===== src/rtl/alu_cmd_issue.sv =====
// Command FIFO and issue stage in front of an 8-bit combinational ALU.
// Results land in a handshaked output register; an accumulator can stand in for operand A.
module alu_cmd_issue #(
  parameter int DEPTH = 4
) (
  input  logic        clk,
  input  logic        reset_n,
  input  logic        cmd_valid_i,
  output logic        cmd_ready_o,
  input  logic [2:0]  cmd_op_i,
  input  logic [7:0]  cmd_a_i,
  input  logic [7:0]  cmd_b_i,
  input  logic        cmd_acc_i,
  output logic [7:0]  alu_a_o,
  output logic [7:0]  alu_b_o,
  output logic [2:0]  alu_op_o,
  input  logic [7:0]  alu_res_i,
  output logic        res_valid_o,
  input  logic        res_ready_i,
  output logic [7:0]  res_data_o,
  output logic [2:0]  res_op_o,
  output logic [7:0]  acc_o,
  output logic [15:0] issued_cnt_o
);

  localparam int AW = $clog2(DEPTH);
  localparam logic [AW:0] DEPTH_C = (AW + 1)'(DEPTH);

  localparam logic [1:0] ST_IDLE  = 2'd0;
  localparam logic [1:0] ST_RUN   = 2'd1;
  localparam logic [1:0] ST_STALL = 2'd2;

  typedef struct packed {
    logic [2:0] op;
    logic [7:0] a;
    logic [7:0] b;
    logic       acc;
  } entry_t;

  entry_t          mem_r [DEPTH];
  logic [AW-1:0]   wr_ptr_r;
  logic [AW-1:0]   rd_ptr_r;
  logic [AW:0]     count_r;
  logic [1:0]      state_r;
  logic [1:0]      state_nxt_s;
  logic [1:0]      rst_sync_r;
  logic            rst_n_s;
  logic            empty_s;
  logic            push_s;
  logic            issue_s;
  logic            out_free_s;
  entry_t          head_s;
  logic [7:0]      acc_r;
  logic [7:0]      res_data_r;
  logic [2:0]      res_op_r;
  logic            res_valid_r;
  logic [15:0]     issued_cnt_r;

  // Reset asserts asynchronously but releases on a clock edge.
  always_ff @(posedge clk or negedge reset_n) begin
    if (!reset_n) begin
      rst_sync_r <= 2'b00;
    end else begin
      rst_sync_r <= {rst_sync_r[0], 1'b1};
    end
  end
  assign rst_n_s = rst_sync_r[1];

  assign empty_s     = (count_r == '0);
  assign cmd_ready_o = (count_r != DEPTH_C);
  assign push_s      = cmd_valid_i && cmd_ready_o;
  assign head_s      = mem_r[rd_ptr_r];
  // The output register is free when empty or being drained this cycle.
  assign out_free_s  = (state_r == ST_IDLE) || res_ready_i;
  assign issue_s     = !empty_s && out_free_s;

  always_comb begin
    alu_a_o  = 8'h00;
    alu_b_o  = 8'h00;
    alu_op_o = 3'b000;
    if (!empty_s) begin
      alu_a_o  = head_s.acc ? acc_r : head_s.a;
      alu_b_o  = head_s.b;
      alu_op_o = head_s.op;
    end else begin
      alu_a_o  = 8'h00;
      alu_b_o  = 8'h00;
      alu_op_o = 3'b000;
    end
  end

  // State tracks occupancy of the result register: idle, freshly loaded, or held.
  always_comb begin
    state_nxt_s = state_r;
    case (state_r)
      ST_IDLE: begin
        if (issue_s) begin
          state_nxt_s = ST_RUN;
        end else begin
          state_nxt_s = ST_IDLE;
        end
      end
      ST_RUN, ST_STALL: begin
        if (issue_s) begin
          state_nxt_s = ST_RUN;
        end else if (res_ready_i) begin
          state_nxt_s = ST_IDLE;
        end else begin
          state_nxt_s = ST_STALL;
        end
      end
      default: state_nxt_s = ST_IDLE;
    endcase
  end

  always_ff @(posedge clk or negedge rst_n_s) begin
    if (!rst_n_s) begin
      state_r <= ST_IDLE;
    end else begin
      state_r <= state_nxt_s;
    end
  end

  always_ff @(posedge clk or negedge rst_n_s) begin
    if (!rst_n_s) begin
      for (int i = 0; i < DEPTH; i++) begin
        mem_r[i] <= '0;
      end
      wr_ptr_r <= '0;
      rd_ptr_r <= '0;
      count_r  <= '0;
    end else begin
      if (push_s) begin
        mem_r[wr_ptr_r] <= '{op: cmd_op_i, a: cmd_a_i, b: cmd_b_i, acc: cmd_acc_i};
        wr_ptr_r        <= wr_ptr_r + 1'b1;
      end
      if (issue_s) begin
        rd_ptr_r <= rd_ptr_r + 1'b1;
      end
      case ({push_s, issue_s})
        2'b10:   count_r <= count_r + 1'b1;
        2'b01:   count_r <= count_r - 1'b1;
        default: count_r <= count_r;
      endcase
    end
  end

  always_ff @(posedge clk or negedge rst_n_s) begin
    if (!rst_n_s) begin
      res_data_r   <= 8'h00;
      res_op_r     <= 3'b000;
      res_valid_r  <= 1'b0;
      acc_r        <= 8'h00;
      issued_cnt_r <= 16'h0000;
    end else if (issue_s) begin
      res_data_r   <= alu_res_i;
      res_op_r     <= head_s.op;
      res_valid_r  <= 1'b1;
      acc_r        <= alu_res_i;
      issued_cnt_r <= issued_cnt_r + 16'd1;
    end else if (res_valid_r && res_ready_i) begin
      res_valid_r  <= 1'b0;
    end else begin
      res_valid_r  <= res_valid_r;
    end
  end

  assign res_data_o   = res_data_r;
  assign res_op_o     = res_op_r;
  assign res_valid_o  = res_valid_r;
  assign acc_o        = acc_r;
  assign issued_cnt_o = issued_cnt_r;

endmodule


===== config.mk =====
export PLATFORM = sky130hd
export DESIGN_NAME = alu_cmd_issue
export DESIGN_NICKNAME = d
export VERILOG_FILES = /design/src/rtl/alu_cmd_issue.sv
export SDC_FILE = /design/constraint.sdc
export NUM_CORES = 1
export LEC_CHECK = 0
export CORE_ASPECT_RATIO = 1.4
export CORE_MARGIN = 2
export CORE_UTILIZATION = 35
export DETAILED_ROUTE_END_ITERATION = 16
export GPL_TIMING_DRIVEN = 0
export HOLD_SLACK_MARGIN = 0.06
export PLACE_DENSITY = 0.65
export SLEW_MARGIN = 20
export SYNTH_ARGS = -nofsm -noshare
export SYNTH_HDL_FRONTEND = slang
export SYNTH_SLANG_ARGS = --single-unit

===== constraint.sdc =====
create_clock -name clk -period 7.7 [get_ports clk]
set_input_delay 0.77 -clock clk [delete_from_list [all_inputs] [get_ports clk]]
set_output_delay 0.77 -clock clk [all_outputs]
set_load 0.02 [all_outputs]

* Yosys cells after proc, flatten, opt, wreduce, memory -nomap -nowiden
Index checks and enable logic that the tools add are counted.
** Cells by class
- Add/sub/neg operators :: 5
- Bitwise gates (word level) :: 2
- Equal/unequal tests :: 5
- Reduce and logical (&&, ||, !) cells :: 11
- $lt $le $gt $ge :: 3
- Mux-type cells :: 17
** Operators with widths (number)
- bitwise mux 80 bit :: 1
- 2-to-1 mux 20 bit :: 3
- binary-select mux 20 bit (select 2 bit) :: 1
- demux 20 bit (select 2 bit) :: 1
- 2-to-1 mux 8 bit :: 3
- adder 16 x 1 -> 16 bit, second input constant :: 1
- >= comparator 3 bit, second input constant :: 2
- inverter 2 -> 3 bit :: 2
- one-hot mux 3 bit (2 select lines) :: 1
- adder 2 x 1 -> 2 bit, second input constant :: 2
- equality test 2 x 1 -> 1 bit, second input constant :: 2
- equality test 2 bit, second input constant :: 2
- logical AND 1 bit :: 4
- 2-to-1 mux 2 bit :: 2
- one-hot mux 2 bit (2 select lines) :: 1
- nonzero test 2 bit :: 2
- adder 3 x 1 -> 3 bit, second input constant :: 1
- zero test 3 bit :: 1
- less-than comparator 3 x 1 -> 1 bit, second input constant :: 1
- 2-to-1 mux 1 bit :: 3
- 2-to-1 mux 3 bit :: 1
- inequality test 3 bit, second input constant :: 1
- subtractor 3 x 1 -> 3 bit, second input constant :: 1
- zero test 2 bit :: 1
- 3 further kinds :: 3
** Word-level totals
- Logic and storage cells :: 68
- Input bits :: 32
- Bits in registers :: 119

* Longest topological paths before layout
Gate-level depths: netlist of run 1.
- Word-level depth :: 6
- Mapped depth :: 12

* Worst setup path before layout of run 1
OpenSTA, ideal clock, no wires.
- Path kind :: input port to flip-flop
- Start :: input port res_ready_i
- End :: register count_r[2]
- Setup time :: 0.079 ns
- Cell stages on the path :: 10
- Path slack :: 5.373 ns
- Arrival time :: 2.248 ns
- Path buffers :: 2
- Cells stage by stage :: o32ai_1 -> buf_4 -> inv_2 -> buf_6 -> ha_1 -> inv_1 -> fa_1 -> xor2_1 -> nor2_1 -> xor2_1
** On the way
- Longest elaborated chain between the ends :: 4
- Elaborated cells on any way between the ends :: 6
- Classes of those cells :: eq/ne (2); mux (1); reduce/logical (3)
** Ends and longest elaborated chain
- start, declared :: RTL line 19 : input logic res_ready_i,
- logical OR 1 bit * :: RTL line 74 : assign out_free_s = (state_r == ST_IDLE) || res_ready_i;
- logical AND 1 bit * :: RTL line 75 : assign issue_s = !empty_s && out_free_s;
- via issue_s :: RTL line 50 : logic issue_s;
- equality test 2 x 1 -> 1 bit or equality test 2 bit (tied branches) :: RTL line 140 : case ({push_s, issue_s})
- one-hot mux 3 bit (2 select lines) or nonzero test 2 bit (tied branches)
- end signal, assigned :: RTL line 141 : 2'b10: count_r <= count_r + 1'b1;
- end signal, assigned :: RTL line 142 : 2'b01: count_r <= count_r - 1'b1;
- end signal, assigned :: RTL line 143 : default: count_r <= count_r;
- end, declared :: RTL line 43 : logic [AW:0] count_r;
The timed path passes the listed nets; every way through them passes the cells marked *.
A chain may end at the register's enable or synchronous reset.

* Worst setup path in the final report of run 1
- Start :: register rd_ptr_r[1]
- End :: output port alu_a_o[6]
** On the way
- Longest elaborated chain between the ends :: 6
** Ends and longest elaborated chain
- start, declared :: RTL line 42 : logic [AW-1:0] rd_ptr_r;
- start signal, assigned :: RTL line 138 : rd_ptr_r <= rd_ptr_r + 1'b1;
- inverter 2 -> 3 bit (implied by the code) :: RTL line 72 : assign head_s = mem_r[rd_ptr_r];
- binary-select mux 20 bit (select 2 bit) :: RTL line 72
- 2-to-1 mux 20 bit (implied by the code) (2 in series) :: RTL line 72
- 2-to-1 mux 8 bit :: RTL line 82 : alu_a_o = head_s.acc ? acc_r : head_s.a;
- 2-to-1 mux 8 bit :: RTL line 81 : if (!empty_s) begin
- end, declared :: RTL line 14 : output logic [7:0] alu_a_o,
No other way between the ends. The select of a mux whose other input is x is not followed.

==> impl_metrics.py, run 1 <==
metrics = {
    "status": {
        "status": "complete, no violations",
    },
    "routing": {
        "dr_wl_met3_um": 562,
        "vias_per_cell": 4.86,
        "wl_mm": 13.0,
        "routed.top_layer": "met4",
        "vias": 3456,
        "drc": 0,
        "drt_iter0_drc": 146,
        "wl_per_cell_um": 18.3,
        "first_pass_iters": 4,
        "wl_met1_mm": 5.42,
        "drtAntennaViolNets": 0,
        "dr_wl_met2_mm": 6.79,
    },
    "logic_synthesis": {
        "synth_fa_ha_area_frac": 0.0208,
        "synth_cell_types": 33,
        "ys_seq_area_frac": 0.516,
        "synth_edf_count": 0,
        "syn_area_per_cell_sq_um": 14.8,
        "ys.flop_type": "dfrtp_1",
        "async_flop_share": 1.00,
        "netlist_instances": 390,
        "synth_top_family_by_area": "multiplexers",
        "yosys_warnings": 0,
        "synth_compound_area_frac": 0.00738,
        "muxShareOfSynthArea": 0.300,
        "ys_ff_latch": 119,
        "synth_area_sq_mm": 0.00577,
        "synth-simple-area-share": 0.0794,
        "synthXorXnorAreaFrac": 0.0319,
        "syn_nets": 431,
    },
    "cts": {
        "post_cts_resized": 0,
        "clock_path_buffers": 2,
        "cts_setup_buffers": 0,
        "htreeDepth": 4,
        "cts_sinks": 119,
        "clk-insertion-delay-late_ns": 0.41,
        "ctsHoldBuffers": 0,
        "clkTransAtPathRegs_ns": 0.06,
        "cts-root-buf": "clkbuf_16",
        "cts_made_buffers": 17,
        "cts_tree": "done",
    },
    "setup_path": {
        "crit_fanout": 10,
        "path_class": "flip-flop to output pin",
        "cp.arrival_ns": 2.55,
        "startpoint_type": "flip-flop",
        "endpoint_kind": "output pin",
        "cp.required_ns": 6.93,
    },
    "power_and_ir_drop": {
        "swShare": 0.347,
        "p_seq_frac": 0.295,
        "pwr-share-clk": 0.205,
        "p_int_uw": 2510,
        "pwr-share-comb": 0.500,
        "power_uw": 3850,
        "p_per_area_mw_per_mm2": 510,
        "p_leak_uw": 0.00353,
        "p_sw_uw": 1340,
        "irDropWorstVdd_uv": 256,
    },
    "floorplan": {
        "initial_core_util": 0.357,
        "fp.dieW_um": 112,
        "num_rows": 55,
        "die_h_um": 156,
        "core_area_sq_mm": 0.0162,
        "die-area_sq_mm": 0.0175,
        "io_pins": 88,
    },
    "grt": {
        "grt_pass1_wl_mm": 21.5,
        "overflow": 0,
        "globalRouteTotalUtil": 0.159,
        "first_global_vias": 3957,
        "antenna_found_initial": 0,
        "grt_max_degree": 60,
    },
    "cells_and_area": {
        "final_common_cell": "dfrtp_1",
        "drive_gt1_frac": 0.334,
        "finish.utilization": 0.467,
        "diodes": 0,
        "finalNetCount": 540,
        "area.growth.synth_to_final_pct": 30.8,
        "layout_common_cells": "dfrtp_1, clkdlybuf4s50_1, mux2_4",
    },
    "sta": {
        "tightestPinTransition_ns": 0.764,
        "fin_crit_sh": 0.431,
        "max_freq_mhz": 301,
        "rsz0062_at_grt": "false",
        "maxSlewViolCount": 0,
        "slew_headroom": 0.491,
        "fin_setup_tns_ns": 0,
        "finalHoldViolations": 0,
        "setup_viol": 0,
        "finClkSkew_ns": 0.00647,
        "period_needed_ns": 3.32,
    },
    "flow_run": {
        "cap_violations": 0,
    },
    "min_path": {
        "hp-class": "flip-flop to async pin",
    },
    "placement": {
        "gp_congestion": 0.736,
        "portBuffers": 87,
        "dp_hpwl_mm": 8.78,
    },
}
==> final timing paths <==
path                       slack [ns]              end          start  cells after the start
min in group clk                 0.35    rst_sync_r[1]  rst_sync_r[0]                      0
hold reg to reg                  0.28  issued_cnt_o[2]  rst_sync_r[1]                      0
hold / removal                   0.28  issued_cnt_o[2]  rst_sync_r[1]                      0
setup reg to reg                 5.22       count_r[2]     state_r[0]                     12
setup / recovery                 4.38       alu_a_o[6]    rd_ptr_r[1]                      5
max in group asynchronous        6.54      res_op_o[0]  rst_sync_r[1]                      2
==> per-stage QoR <==
step / hold slack (ns) / setup WS (ns) / cells / cell area [sq um]
2_1_floorplan: 0.331 / 4.14 / 390 / 5770
3_3_place_gp: 0.336 / 2.94 / 676 / 6890
3_5_place_dp: 0.290 / 4.44 / 679 / 6950
4_1_cts: 0.297 / 4.31 / 711 / 7540
5_1_grt: 0.318 / 4.25 / 711 / 7540
6_report: 0.276 / 4.38 / 711 / 7540
==> per-layer routing <==
| layer | vias up | track usage |
|---|---|---|
| met5 | - | 0 |
| met4 | 0 | 0.0604 |
| met3 | 18 | 0.0377 |
| met2 | 87 | 0.272 |
| met1 | 1785 | 0.197 |
| li1 | 1566 | - |
==> layout make-up <==
class | count | area (sq um)
clock buffer | 21 | 470
clock inverter | 11 | 123
tap | 199 | 249
buffer | 25 | 213
sequential | 119 | 2980
multi-input combinational | 236 | 2540
fill | 1414 | 8630
timing repair buffer | 90 | 926
inverter | 10 | 37.5
==> worst max-delay path, cell delays in order, from the launching register on <==
cell	delay, ns
dfrtp_1	0.37
clkbuf_1	0.60
mux4_2	0.42
mux2i_1	0.16
nor2_1	0.06
clkdlybuf4s50_1	0.53
==> cell families (layout without fill, tap and decap cells) <==
logic type | after synthesis | in the layout
flops | 119 | 119
buf+inv | 35 | 157
compound gates | 5 | 5
xor+xnor | 21 | 21
other cells | 1 | 1
mux | 108 | 108
simple gates | 92 | 92
fa+ha+maj | 9 | 9
==> cell usage after synthesis, types with 4 or more instances <==
master	number	share of area
nand2_2	4	0.0043
mux2_4	80	0.21
nand2_1	47	0.031
nor2b_1	10	0.011
nand3_1	6	0.0052
buf_6	9	0.018
buf_4	13	0.017
inv_1	9	0.0059
mux2i_1	8	0.014
nor2_1	11	0.0072
dfrtp_1	119	0.52
mux4_2	20	0.078
xnor2_1	18	0.027
ha_1	8	0.017
==> power by group through the flow <==
| stage | sequential [uW] | clock [uW] | combinational (uW) |
|---|---|---|---|
| 6_report | 1140 | 791 | 1920 |
| 5_1_grt | 1180 | 835 | 2060 |
| 4_1_cts | 1140 | 809 | 1950 |
| 3_5_place_dp | 1140 | 0 | 1940 |
| 3_3_place_gp | 1120 | 0 | 1890 |
| 2_1_floorplan | 1140 | 0 | 1270 |
==> state kept, by name, summed over array words and instances, names as in the netlist <==
name	cells
mem_r	80
issued_cnt_o	16
res_data_o	8
count_r	3
res_op_o	3
rd_ptr_r	2
rst_sync_r	2
state_r	2
wr_ptr_r	2
res_valid_o	1
No activity file was read; power rests on OpenSTA's default activity.
==> run 2: changes to the inputs <==
--- a/config.mk
+++ b/config.mk
@@ -11,7 +11,7 @@
 export DETAILED_ROUTE_END_ITERATION = 16
 export GPL_TIMING_DRIVEN = 0
 export HOLD_SLACK_MARGIN = 0.06
-export PLACE_DENSITY = 0.65
+export PLACE_DENSITY = 0.67
 export SLEW_MARGIN = 20
 export SYNTH_ARGS = -nofsm -noshare
 export SYNTH_HDL_FRONTEND = slang
==> constraint.sdc (replaced) <==
create_clock -name clk -period 2.85 [get_ports clk]
set_input_delay 0.285 -clock clk [delete_from_list [all_inputs] [get_ports clk]]
set_output_delay 0.285 -clock clk [all_outputs]
set_load 0.02 [all_outputs]
==> impl_metrics.py, run 2 (synthesis gave the netlist of run 1 again) <==
metrics = {
    "status": {
        "status": "complete, no violations",
    },
    "floorplan": {
        "die_h_um": 156,
        "core_area_sq_mm": 0.0162,
        "io_pins": 88,
        "fp.dieW_um": 112,
        "initial_core_util": 0.357,
        "die-area_sq_mm": 0.0175,
        "num_rows": 55,
    },
    "routing": {
        "vias": 3427,
        "wl_met1_mm": 5.38,
        "dr_wl_met2_mm": 6.67,
        "drtAntennaViolNets": 0,
        "wl_per_cell_um": 18.0,
        "vias_per_cell": 4.81,
        "drc": 0,
        "first_pass_iters": 4,
        "dr_wl_met3_um": 555,
        "drt_iter0_drc": 132,
        "wl_mm": 12.8,
        "routed.top_layer": "met4",
    },
    "cells_and_area": {
        "drive_gt1_frac": 0.339,
        "layout_common_cells": "dfrtp_1, clkdlybuf4s50_1, mux2_4",
        "final_common_cell": "dfrtp_1",
        "diodes": 0,
        "top_register": "mem_r",
        "largest_register_ffs": 80,
        "area.growth.synth_to_final_pct": 30.7,
        "finish.utilization": 0.466,
        "fillCellCount": 1440,
        "finalNetCount": 541,
    },
    "sta": {
        "setup_ws_ns": 0.175,
        "hold_ws_ns": 0.199,
        "finClkSkew_ns": 0.00862,
        "maxSlewViolCount": 0,
        "rsz0062_at_grt": "false",
        "finalHoldViolations": 0,
        "fin_crit_sh": 0.938,
        "fin_setup_tns_ns": 0,
        "max_freq_mhz": 374,
        "setup_viol": 0,
        "period_needed_ns": 2.67,
    },
    "cts": {
        "clkTransAtPathRegs_ns": 0.06,
        "htreeDepth": 4,
        "cts_setup_buffers": 0,
        "cts-root-buf": "clkbuf_16",
        "clk-insertion-delay-late_ns": 0.41,
        "clock_path_buffers": 2,
        "cts_tree": "done",
        "cts_made_buffers": 17,
        "cts_sinks": 119,
    },
    "setup_path": {
        "r2r_end": "count_r[2]",
        "rr_worst_depth": 12,
        "cp_slowest_cell": "clkdlybuf4s50_1",
        "cp.required_ns": 2.57,
        "crit_fanout": 8,
        "cp.arrival_ns": 2.39,
        "slowest_delay_ns": 0.61,
        "path_class": "flip-flop to output pin",
        "r2r_slack_ns": 0.38,
        "endpoint_kind": "output pin",
        "crit_chain": "mux4_2, buf_4, mux2i_1, nor2_1, clkdlybuf4s50_1",
        "worstReg2RegStart": "state_r[0]",
        "startpoint_type": "flip-flop",
    },
    "placement": {
        "dp_hpwl_mm": 8.63,
        "pre_cts_ws_ns": 0.120,
        "portBuffers": 87,
        "gp_congestion": 0.714,
    },
    "power_and_ir_drop": {
        "irDropWorstVdd_uv": 708,
        "p_per_area_mw_per_mm2": 1370,
        "p_leak_uw": 0.00353,
        "power_uw": 10300,
    },
    "min_path": {
        "hp-class": "flip-flop to async pin",
    },
    "grt": {
        "antenna_found_initial": 1,
        "grt_max_degree": 60,
        "globalRouteTotalUtil": 0.157,
        "grt_pass1_wl_mm": 21.2,
        "first_global_vias": 3888,
        "overflow": 0,
    },
    "flow_run": {
        "cap_violations": 0,
    },
}
run 2: metrics by stage:
stage                     instances  cell area (sq um)
after floorplan                 390               5770
after global placement          676               6890
after detailed placement        679               6950
after CTS                       712               7540
after global routing            712               7540
final                           712               7540
run 2: layout make-up:
cell class	instances	area, sq um	area share
Buffer	25	218	0.0289
Clock buffer	19	453	0.0601
Clock inverter	13	120	0.0159
Inverter	10	37.5	0.00498
Multi-Input combinational cell	236	2540	0.337
Sequential cell	119	2980	0.396
Tap cell	199	249	0.0330
Timing Repair Buffer	91	936	0.124
run 2: worst max-delay path by stage:
stage	from	to	slack (ns)	cells after the start
floorplan	state_r[0]	count_r[2]	0.71	12
global placement	count_r[0]	alu_a_o[4]	-0.11	4
detailed placement	res_ready_i	count_r[2]	0.12	11
CTS	rd_ptr_r[0]	alu_a_o[7]	0.05	5
global route	rd_ptr_r[0]	alu_a_o[5]	0.07	5
finish	rd_ptr_r[0]	alu_a_o[1]	0.18	5
run 2: worst max-delay path: cells and delay by family (launching register included):
kind / cells / cell delay (ns)
flops: 1 / 0.42
mux: 2 / 0.64
buf+inv: 2 / 0.82
simple gates: 1 / 0.10
run 2: report_power, final:
part | leakage [uW] | total (uW) | switching [uW] | internal (uW)
Sequential | 0.00143 | 3050 | 559 | 2490
Combinational | 0.00182 | 5200 | 2250 | 2950
Clock | 0.000276 | 2050 | 802 | 1250
run 2: repair_timing:
item | 4_1_cts | 5_1_grt
setup endpoints to repair | 5 | 6
pin swaps | 0 | 0
hold endpoints to repair | 2 | 0
hold buffers | 1 | 0
gates resized for setup | 1 | 2
run 2: layer usage:
metal,track usage,vias to the layer above
li1,-,1556
met1,0.193,1780
met2,0.269,76
met3,0.0408,15
met4,0.0540,0
met5,0,-
